### config.mk
export PLATFORM = sky130hd
export DESIGN_NAME = inst_queue_ir
export DESIGN_NICKNAME = d
export VERILOG_FILES = /design/src/rtl/inst_queue_ir.sv
export SDC_FILE = /design/constraint.sdc
export NUM_CORES = 1
export LEC_CHECK = 0
export CAP_MARGIN = 20
export CORE_MARGIN = 4
export CORE_UTILIZATION = 50
export DETAILED_ROUTE_END_ITERATION = 10
export GPL_TIMING_DRIVEN = 1
export MAX_ROUTING_LAYER = met4
export PLACE_DENSITY = 0.76
export SLEW_MARGIN = 25
export SYNTH_ARGS = -nofsm -noshare
export SYNTH_HDL_FRONTEND = slang
export SYNTH_SLANG_ARGS = --single-unit
### constraint.sdc
create_clock -name Clk -period 2.1 [get_ports Clk]
set_clock_uncertainty 0.2 [all_clocks]
set_input_delay 0.42 -clock Clk [delete_from_list [all_inputs] [get_ports Clk]]
set_output_delay 0.42 -clock Clk [all_outputs]
set_load 0.05 [all_outputs]
### src/rtl/inst_queue_ir.sv
// -----------------------------------------------------------------------------
// inst_queue_ir
//
// Prefetch instruction queue in front of the instruction register. Words from
// instruction RAM are pushed into a DEPTH-entry FIFO with a valid/ready
// handshake. IR_Load pops the head word and decodes it into the IR fields
// (Opcode | Source_Reg1 | Source_Reg2 | Dest_Reg, MSB to LSB). Flush empties
// the queue and invalidates the IR on a taken branch.
//
// Optional feature (compile-time macro IR_BYPASS_EN):
//   defined   - with the queue empty, a word arriving together with IR_Load is
//               decoded straight into the IR in the same edge (no queue write).
//   undefined - that word is queued normally and IR_Valid drops for the edge.
//
// Ports:
//   Clk, Rst       clock (rising edge), asynchronous active-high reset
//   Ram_Inst_Out   instruction word from RAM
//   Inst_Valid     Ram_Inst_Out is valid this cycle
//   Inst_Ready     queue can accept a word (Count < DEPTH)
//   IR_Load        pop the head word into the IR fields
//   Flush          discard queue contents, invalidate IR (fields hold)
//   Opcode, Source_Reg1, Source_Reg2, Dest_Reg   decoded IR fields
//   IR_Valid       IR fields hold a live instruction
//   Count          current queue occupancy
// -----------------------------------------------------------------------------
module inst_queue_ir #(
    parameter int OPCODE_WIDTH = 4,
    parameter int ADDR_WIDTH   = 4,
    parameter int INST_WIDTH   = OPCODE_WIDTH + 3 * ADDR_WIDTH,
    parameter int DEPTH        = 4,
    parameter int CNT_WIDTH    = $clog2(DEPTH + 1)
) (
    input  logic                    Clk,
    input  logic                    Rst,
    input  logic [INST_WIDTH-1:0]   Ram_Inst_Out,
    input  logic                    Inst_Valid,
    output logic                    Inst_Ready,
    input  logic                    IR_Load,
    input  logic                    Flush,
    output logic [OPCODE_WIDTH-1:0] Opcode,
    output logic [ADDR_WIDTH-1:0]   Source_Reg1,
    output logic [ADDR_WIDTH-1:0]   Source_Reg2,
    output logic [ADDR_WIDTH-1:0]   Dest_Reg,
    output logic                    IR_Valid,
    output logic [CNT_WIDTH-1:0]    Count
);

    localparam int PTR_W = (DEPTH > 1) ? $clog2(DEPTH) : 1;

    // Field positions inside an instruction word.
    localparam int OPC_LSB  = 3 * ADDR_WIDTH;
    localparam int SRC1_LSB = 2 * ADDR_WIDTH;
    localparam int SRC2_LSB = ADDR_WIDTH;

    // Queue storage (deliberately not reset; only pointers/count/IR are).
    logic [INST_WIDTH-1:0] mem [DEPTH];

    logic [PTR_W-1:0]        wr_ptr_q, wr_ptr_d;
    logic [PTR_W-1:0]        rd_ptr_q, rd_ptr_d;
    logic [CNT_WIDTH-1:0]    count_q, count_d;
    logic [OPCODE_WIDTH-1:0] opcode_q, opcode_d;
    logic [ADDR_WIDTH-1:0]   src1_q, src1_d;
    logic [ADDR_WIDTH-1:0]   src2_q, src2_d;
    logic [ADDR_WIDTH-1:0]   dest_q, dest_d;
    logic                    ir_valid_q, ir_valid_d;

    logic                    inst_ready;
    logic                    push;
    logic                    pop;
    logic                    bypass;
    logic                    wr_en;
    logic [INST_WIDTH-1:0]   load_word;

    // Ready looks at occupancy only, so a full queue refuses a word even when
    // a pop happens in the same cycle. Keeps the RAM-side path short.
    assign inst_ready = (count_q < CNT_WIDTH'(DEPTH));

    always_comb begin
        pop    = IR_Load && (count_q != '0);
        bypass = 1'b0;
`ifdef IR_BYPASS_EN
        bypass = (count_q == '0) && Inst_Valid && IR_Load && !Flush;
`endif
        // A bypassed word goes to the IR only; it never occupies a slot.
        push   = Inst_Valid && inst_ready && !bypass;
        wr_en  = push && !Flush;
        // Bypass selects the incoming word, otherwise the queue head.
        load_word = bypass ? Ram_Inst_Out : mem[rd_ptr_q];
    end

    always_comb begin
        wr_ptr_d   = wr_ptr_q;
        rd_ptr_d   = rd_ptr_q;
        count_d    = count_q;
        opcode_d   = opcode_q;
        src1_d     = src1_q;
        src2_d     = src2_q;
        dest_d     = dest_q;
        ir_valid_d = ir_valid_q;

        if (Flush) begin
            // Flush wins over push and pop; IR fields are left as they were.
            wr_ptr_d   = '0;
            rd_ptr_d   = '0;
            count_d    = '0;
            ir_valid_d = 1'b0;
        end else begin
            if (push) begin
                wr_ptr_d = wr_ptr_q + PTR_W'(1);
            end
            if (pop) begin
                rd_ptr_d = rd_ptr_q + PTR_W'(1);
            end

            if (push && !pop) begin
                count_d = count_q + CNT_WIDTH'(1);
            end else if (pop && !push) begin
                count_d = count_q - CNT_WIDTH'(1);
            end

            if (pop || bypass) begin
                opcode_d   = load_word[OPC_LSB  +: OPCODE_WIDTH];
                src1_d     = load_word[SRC1_LSB +: ADDR_WIDTH];
                src2_d     = load_word[SRC2_LSB +: ADDR_WIDTH];
                dest_d     = load_word[0        +: ADDR_WIDTH];
                ir_valid_d = 1'b1;
            end else if (IR_Load) begin
                // Load from an empty queue: nothing to consume, fields hold.
                ir_valid_d = 1'b0;
            end
        end
    end

    always_ff @(posedge Clk or posedge Rst) begin
        if (Rst) begin
            wr_ptr_q   <= '0;
            rd_ptr_q   <= '0;
            count_q    <= '0;
            opcode_q   <= '0;
            src1_q     <= '0;
            src2_q     <= '0;
            dest_q     <= '0;
            ir_valid_q <= 1'b0;
        end else begin
            wr_ptr_q   <= wr_ptr_d;
            rd_ptr_q   <= rd_ptr_d;
            count_q    <= count_d;
            opcode_q   <= opcode_d;
            src1_q     <= src1_d;
            src2_q     <= src2_d;
            dest_q     <= dest_d;
            ir_valid_q <= ir_valid_d;
        end
    end

    always_ff @(posedge Clk) begin
        if (wr_en) begin
            mem[wr_ptr_q] <= Ram_Inst_Out;
        end
    end

    assign Inst_Ready  = inst_ready;
    assign Opcode      = opcode_q;
    assign Source_Reg1 = src1_q;
    assign Source_Reg2 = src2_q;
    assign Dest_Reg    = dest_q;
    assign IR_Valid    = ir_valid_q;
    assign Count       = count_q;

endmodule
== After elaboration in Yosys (flattened, before gate mapping) ==
Memory sizes are Yosys's and may differ from the RTL's. A register that Yosys moved wholly into a read port is not among the register bits.
Cells that the tools add are included.
Storage, ports and cells
  register bits: 8
  latch bits: 0
  memory bits (writable): 64
  memory bits (read-only): 0
  input port bits: 21
  output and inout bits: 21
  word-level logic and storage cells: 37
  memories kept: 1
Operators by class
  add/subtract/negate cells: 4
  multiply operators: 0
  div/mod/pow operators: 0
  $lt $le $gt $ge: 1
  equality and inequality tests: 0
  shifts and indexed selects: 0
  mux-type cells: 12
  bitwise gates (word level): 1
  reductions and logical operators: 14
Memories
  mem: words 4, width 16, read ports 1, clocked after memory_dff 1, wr ports 1, line 56  | logic [INST_WIDTH-1:0] mem [DEPTH];
Operators by type and width (count)
  $mux W3: 3
  $reduce_bool A3 Y1: 3
  $mux W2: 4
  $logic_and A1 B1 Y1: 5
  $mux W1: 5
  $add A2 B1 Y2 const B: 2
  $reduce_bool A2 Y1: 2
  $add A3 B1 Y3 const B: 1
  $logic_not A1 Y1: 3
  $lt A3 B3 Y1 const B: 1
  $sub A3 B1 Y3 const B: 1
  $reduce_and A2 Y1: 1
  $not A1 Y1: 1

== Longest topological paths before layout ==
Gate-level depths: netlist of run 1.
  depth in word-level cells: 7
  depth in mapped cells: 7
  depth with buffers taken out: 6

== Worst setup path before layout of run 1 ==
Ideal clock, no wire load.
  kind: register to register
  from: register count_q[2], in the netlist Count[2]
  to: register count_q[2], in the netlist Count[2]
  setup time: 0.079 ns
  arrival: 2.009 ns
  data required time: 1.821 ns
  slack: -0.189 ns
  cell stages (with the launch flop): 6
  buffers on the path: 0
  clock period less this slack: 2.289 ns
  path through: dfrtp_1 > nand2b_1 > nor2_1 > fa_1 > or3b_2 > a21oi_1
On the way
  cells in the longest elaborated chain, start to end: 6
  elaborated cells between the ends (all ways): 14
  those cells by class: 2 x add/sub; 1 x order compare; 3 x mux; 8 x reduce/logical
RTL lines
  start, declared: line 60  | logic [CNT_WIDTH-1:0] count_q, count_d;
  start signal, assigned: line 147  | count_q <= count_d;
  parallel branches: the longest is 6 deep, another holds $sub A3 B1 Y3
Several ways; the timed one is not identified. The select of a mux whose other input is x is not followed.
A chain may end at the register's enable or synchronous reset.

== Worst setup path after layout of run 1 ==
  from: register count_q[0], in the netlist Count[0]
  to: register count_q[1], in the netlist Count[1]
The elaborated chain is that of the path after synthesis.

==> impl_metrics.csv, run 1 <==
group,metric,value,unit
finish,instances_no_fill,350,
finish,area_growth,25.1,%
critical_path,cp_max_fo,9,
critical_path,path_cells,"o21a_1 -> nor2_1 -> fa_2 -> a2bb2oi_1 -> a311oi_1",
die,die_width,92.0,um
critical_path,criticalPathCategory,"reg -> reg",
clocking,numCtsBuffers,9,
global_route,gr-total-overflow,0,
synthesis,ys_top_cells_by_count,"edfxtp_1 (64), dfrtp_1 (24), mux4_2 (16)",
synthesis,synthesis.area,3530,um^2
die,fp-row-count,30,
clocking,clockBufferDepth,2,
power,p_comb_share,33.7,%
critical_path,cp_slowest_stage_delay,490,ps
route,vias_per_cell,5.08,
run_status,status,"complete, no violations",
route,post_drt_wl_per_cell,17.4,um
placed_design,dp_cells,334,
synthesis,synth_cells,183,
die,core_area,6830,um^2
critical_path,crit_start,"Count[0]",
synthesis,avgSynthCellArea,19.3,um^2
critical_path,critPathCapture,"Count[1]",
power,powerDensity,1210,nW/um^2
route,drc,0,
power,switchingPower,1.77,mW
critical_path,crit_required,2160,ps
power,p_int,3.58,mW
placed_design,dp_hpwl,4.29,mm
die,io_pins,42,
finish,insertedDiodeCount,0,
route,antenna_left,0,
synthesis,async_flop_share,27.3,%
timing,period_needed,1960,ps
global_route,grt_pass1_vias,1927,
critical_path,startpoint_type,"flop",
synthesis,ys_seq_area_share,71.5,%
clocking,postCtsHoldBufs,0,
power,seqPwrFrac,42.3,%
die,die_area,8460,um^2
critical_path,r2r_cells,5,
finish,fin_nets,275,
placed_design,gp_congestion,0.783,
finish,drive_gt1_share,37.8,%
critical_path,r2r_slack,140,ps
synthesis,yosysMostFrequentCell,"edfxtp_1",
power,swShare,33.1,%
job,maxCapViolCount,0,
timing,worstMarginPinSlew,336,ps
clocking,cts_tree,"yes",
timing,timing.final.crit_share,93.4,%
route,drtPass1Iterations,4,
synthesis,synth-seq-cells,88,
route,drt_iter0_drc,50,
clocking,cts_post_setup_buffers_inserted,0,
die,start_util,51.6,%
global_route,grt.total_usage,16.3,%
worst_hold_path,hold_class,"in -> async",
route,wl,6.11,mm
power,clkPwrFrac,23.9,%
critical_path,critical_path_arrival,2020,ps
clocking,cts_root_buf,"clkbuf_8",
critical_path,r2r-start,"Count[0]",
timing,setup_violations,0,
synthesis,yosysWarnings,0,
timing,fmax,0.510,GHz
route,num_vias,1777,
clocking,insertion_delay,360,ps
synthesis,synth_edf_count,64,
timing,rsz0062_at_grt,"false",
synthesis,yosysTopAreaCell,"edfxtp_1",
clocking,cts.sinks,88,
clocking,cts_resized,0,
synthesis,synth.top_cell.area_share,54.5,%
critical_path,endpoint_kind,"flop",
synthesis,ys_types,31,
global_route,grt_max_degree,16,
timing,final.setup.tns,0,ps
timing,drv_slew,0,
global_route,grt_pass1_wl,9.93,mm
power,p_leak,1.62,nW
power,power,5.35,mW
synthesis,synthTopCellsByArea,"edfxtp_1 (54%), dfrtp_1 (17%), mux4_2 (10%)",
critical_path,r2r_end,"Count[1]",
critical_path,slowest_stage,"dfrtp_2",
global_route,antenna_found_initial,0,
synthesis,synth_nets,209,
power,peakVddDrop,519,uV
timing,slew_headroom,77.6,%
clocking,h-tree-depth,3,
placed_design,port_buffers,41,
clocking,path_clk_slew,80,ps
synthesis,synth_flop_cell,"edfxtp_1",
timing,hold_viol,0,
die,die_h,92.0,um
[sequential cells by signal (all words and copies together), names as in the netlist]
name	cells
wr_ptr_q	2
Source_Reg2	4
Count	3
mem	64
Source_Reg1	4
rd_ptr_q	2
IR_Valid	1
Dest_Reg	4
Opcode	4
[metal layers]
metal / part of all wire (%) / global-route usage, %
met3: 3.2 / 3.53
met2: 53 / 27.3
met5: 0 / -
met4: 1.9 / 7.05
met1: 42 / 19.0
[stage by stage]
step	util [%]	setup slack [ps]	hold WS, ps	cell area (um^2)
2_1_floorplan	-	11.2	234	3530
3_3_place_gp	61.3	-185	294	4190
3_5_place_dp	61.3	-224	299	4190
4_1_cts	64.6	137	118	4410
5_1_grt	64.6	18.1	146	4410
6_report	64.6	139	112	4410
[logic make-up after synthesis]
logic type | after synthesis | share of synthesized area [%]
AO/OA/AOI/OAI | 14 | 2.91
XOR/XNOR | 4 | 0.993
adder cells (fa/ha/maj) | 5 | 1.99
multiplexers | 33 | 16.7
AND/OR/NAND/NOR | 24 | 3.44
flip-flops | 88 | 71.5
buffers and inverters | 15 | 2.48
[power by group through the flow]
stage	sequential [mW]	combinational, mW	clock (mW)
floorplan	2.88	0.694	0
global placement	2.29	1.80	0
detailed placement	2.31	1.83	0
CTS	2.27	1.83	1.31
global route	2.29	1.91	1.39
finish	2.27	1.81	1.28
[how the worst min path moves through the flow]
stage | start | endpoint | slack [ps]
5_1_grt | Rst | Opcode[2] | 150
3_5_place_dp | Source_Reg1[3] | Source_Reg1[3] | 300
2_1_floorplan | Rst | Dest_Reg[0] | 230
6_report | Rst | Opcode[2] | 110
4_1_cts | Rst | IR_Valid | 120
3_3_place_gp | Opcode[0] | Opcode[0] | 290
[layout make-up]
class                           count  area, um^2
Clock buffer                       12         145
Clock inverter                      4        76.3
Fill cell                         500        2420
Inverter                            7        26.3
Multi-Input combinational cell     80         920
Sequential cell                    88        2530
Tap cell                           96         120
Timing Repair Buffer               63         598
[critical path, delay by kind of cell, from the launching register on]
kind            cells  cell delay (ps)
compound gates      3              610
fa+ha+maj           1              440
flops               1              490
simple gates        1              130
[cells in the final DEF, fill, tap and decap left out, types with 2 or more instances in the layout]
master / count
edfxtp_1: 64
buf_12: 6
nand2b_1: 2
a21oi_1: 5
ha_1: 4
dfrtp_1: 21
clkbuf_8: 10
clkdlybuf4s50_1: 20
clkbuf_1: 2
mux4_2: 16
mux2_2: 6
buf_4: 37
nor2_1: 7
xnor2_1: 3
bufinv_16: 2
inv_1: 7
o21ai_0: 3
nand2_1: 7
dfrtp_2: 3
and2_1: 4
mux2_4: 10
(Power assumes the default switching activity.)
==> run 2: changes to the inputs <==
- CORE_UTILIZATION: 50 -> 52
- CTS_BUF_LIST: default -> sky130_fd_sc_hd__clkbuf_8
- PLACE_DENSITY: 0.76 -> 0.78
- SETUP_SLACK_MARGIN: default -> 0.02
==> impl_metrics.csv, run 2 (synthesis results as in run 1) <==
group,metric,value,unit
finish,fin_nets,275,
critical_path,r2r_end,"Count[2]",
worst_hold_path,hold_class,"in -> async",
global_route,grt.total_usage,16.4,%
placed_design,gp_congestion,0.814,
critical_path,startpoint_type,"input pin",
finish,multi_input_area,923,um^2
clocking,cts.sinks,88,
clocking,insertion_delay,350,ps
critical_path,criticalPathCategory,"in -> reg",
timing,fmax,0.505,GHz
global_route,antenna_found_initial,0,
route,drc,0,
die,die_width,90.4,um
timing,timing.final.crit_share,94.2,%
clocking,cts_tree,"yes",
route,antenna_left,0,
critical_path,endpoint_kind,"flop",
die,fp-row-count,29,
finish,regMostFlops,"mem",
global_route,grt_pass1_vias,1929,
finish,largest_reg_flops,64,
route,drt_iter0_drc,55,
placed_design,port_buffers,41,
critical_path,cp_slowest_stage_delay,480,ps
finish,insertedDiodeCount,0,
die,die_h,90.4,um
route,post_drt_wl_per_cell,18.2,um
critical_path,critical_path_arrival,2060,ps
finish,ff_latch_area,2530,um^2
timing,slew_headroom,76.8,%
finish,instances_no_fill,331,
finish,drive_gt1_share,38.2,%
critical_path,r2r_cells,5,
timing,fin_ws,121,ps
critical_path,path_cells,"clkdlybuf4s50_1 -> o21a_1 -> nor2_1 -> fa_2 -> or3b_2 -> a21oi_2",
power,power,5.31,mW
finish,final_cell_mix,"edfxtp_1 (64), buf_4 (36), dfrtp_1 (21)",
clocking,h-tree-depth,3,
timing,hold_viol,0,
clocking,clockBufferDepth,2,
run_status,status,"complete, no violations",
global_route,gr-total-overflow,0,
timing,rsz0062_at_grt,"false",
critical_path,critPathBufInv,1,
timing,drv_slew,0,
timing,setup_violations,0,
die,die_area,8160,um^2
power,peakVddDrop,654,uV
global_route,grt_max_degree,25,
die,start_util,54.6,%
route,num_vias,1799,
job,maxCapViolCount,0,
die,io_pins,42,
critical_path,slowest_stage,"clkdlybuf4s50_1",
clocking,cts_post_setup_buffers_inserted,0,
power,powerDensity,1210,nW/um^2
finish,fillCellCount,426,
placed_design,dp_hpwl,4.12,mm
finish,final_common_cell,"edfxtp_1",
critical_path,cp_top_family,"simple AND/OR/NAND/NOR gates",
critical_path,r2r_slack,150,ps
timing,period_needed,1980,ps
critical_path,crit_required,2180,ps
route,wl,6.02,mm
power,p_leak,1.62,nW
global_route,grt_pass1_wl,9.87,mm
clocking,cts_root_buf,"clkbuf_8",
clocking,numCtsBuffers,9,
finish,area_growth,24.5,%
clocking,path_clk_slew,80,ps
placed_design,dp_slack,-248,ps
critical_path,r2r-start,"Count[0]",
timing,hold_ws,218,ps
placed_design,dp_cells,315,
route,drtPass1Iterations,4,
die,core_area,6460,um^2
timing,worstMarginPinSlew,348,ps
critical_path,cp_max_fo,3,
route,vias_per_cell,5.44,
finish,post-route-util,68.0,%
==> run 2: changes by cell type in the layout (fill, tap and decap cells not counted), sizes merged <==
| cell | delta |
|---|---|
| clkinv | +5 |
| clkbuf | -3 |
| clkinvlp | -1 |
| inv | -1 |
==> run 2: how the worst max path moves through the flow <==
stage                  start  endpoint  cells past startpoint
floorplan           Count[0]  Count[2]                      6
global placement     IR_Load  Count[2]                      6
detailed placement   IR_Load  Count[2]                      6
CTS                  IR_Load  Count[2]                      6
global route         IR_Load  Count[2]                      6
finish               IR_Load  Count[2]                      6
==> run 2: per-stage QoR <==
stage | TNS, ps | instance area, um^2
4_1_cts | 0 | 4390
6_report | 0 | 4390
2_1_floorplan | 0 | 3530
3_3_place_gp | -4870 | 4180
5_1_grt | 0 | 4390
3_5_place_dp | -6250 | 4180
==> run 2: cell type report <==
type	instances	area share, %
flip-flops and latches	88	57.5
multi-input cells	80	21.0
repair buffers	63	13.9
clock buffers	9	2.82
well taps	77	2.19
clock inverters	7	1.97
inverters	7	0.598
==> run 2: repair_timing <==
action,in CTS,in global routing
gates resized for setup,0,1
setup endpoints to repair,0,1
hold buffers,0,0
==> run 2: layer usage <==
layer	routed length [um]	vias to the layer above	global-route usage, %
met1	2560	905	19.1
met4	140	0	7.91
met5	0	-	-
li1	-	832	-
met3	231	14	4.17
met2	3090	48	26.8
==> run 2: tightest hold or removal path, delay by kind of cell <==
| family | cells | cell delay [ps] |
|---|---|---|
| buffers and inverters | 3 | 760 |
==> run 2: where the power goes <==
part           internal (mW)  switching, mW  total, mW
registers               2.11          0.150       2.26
clock network          0.660          0.564       1.22
logic                  0.780           1.05       1.83
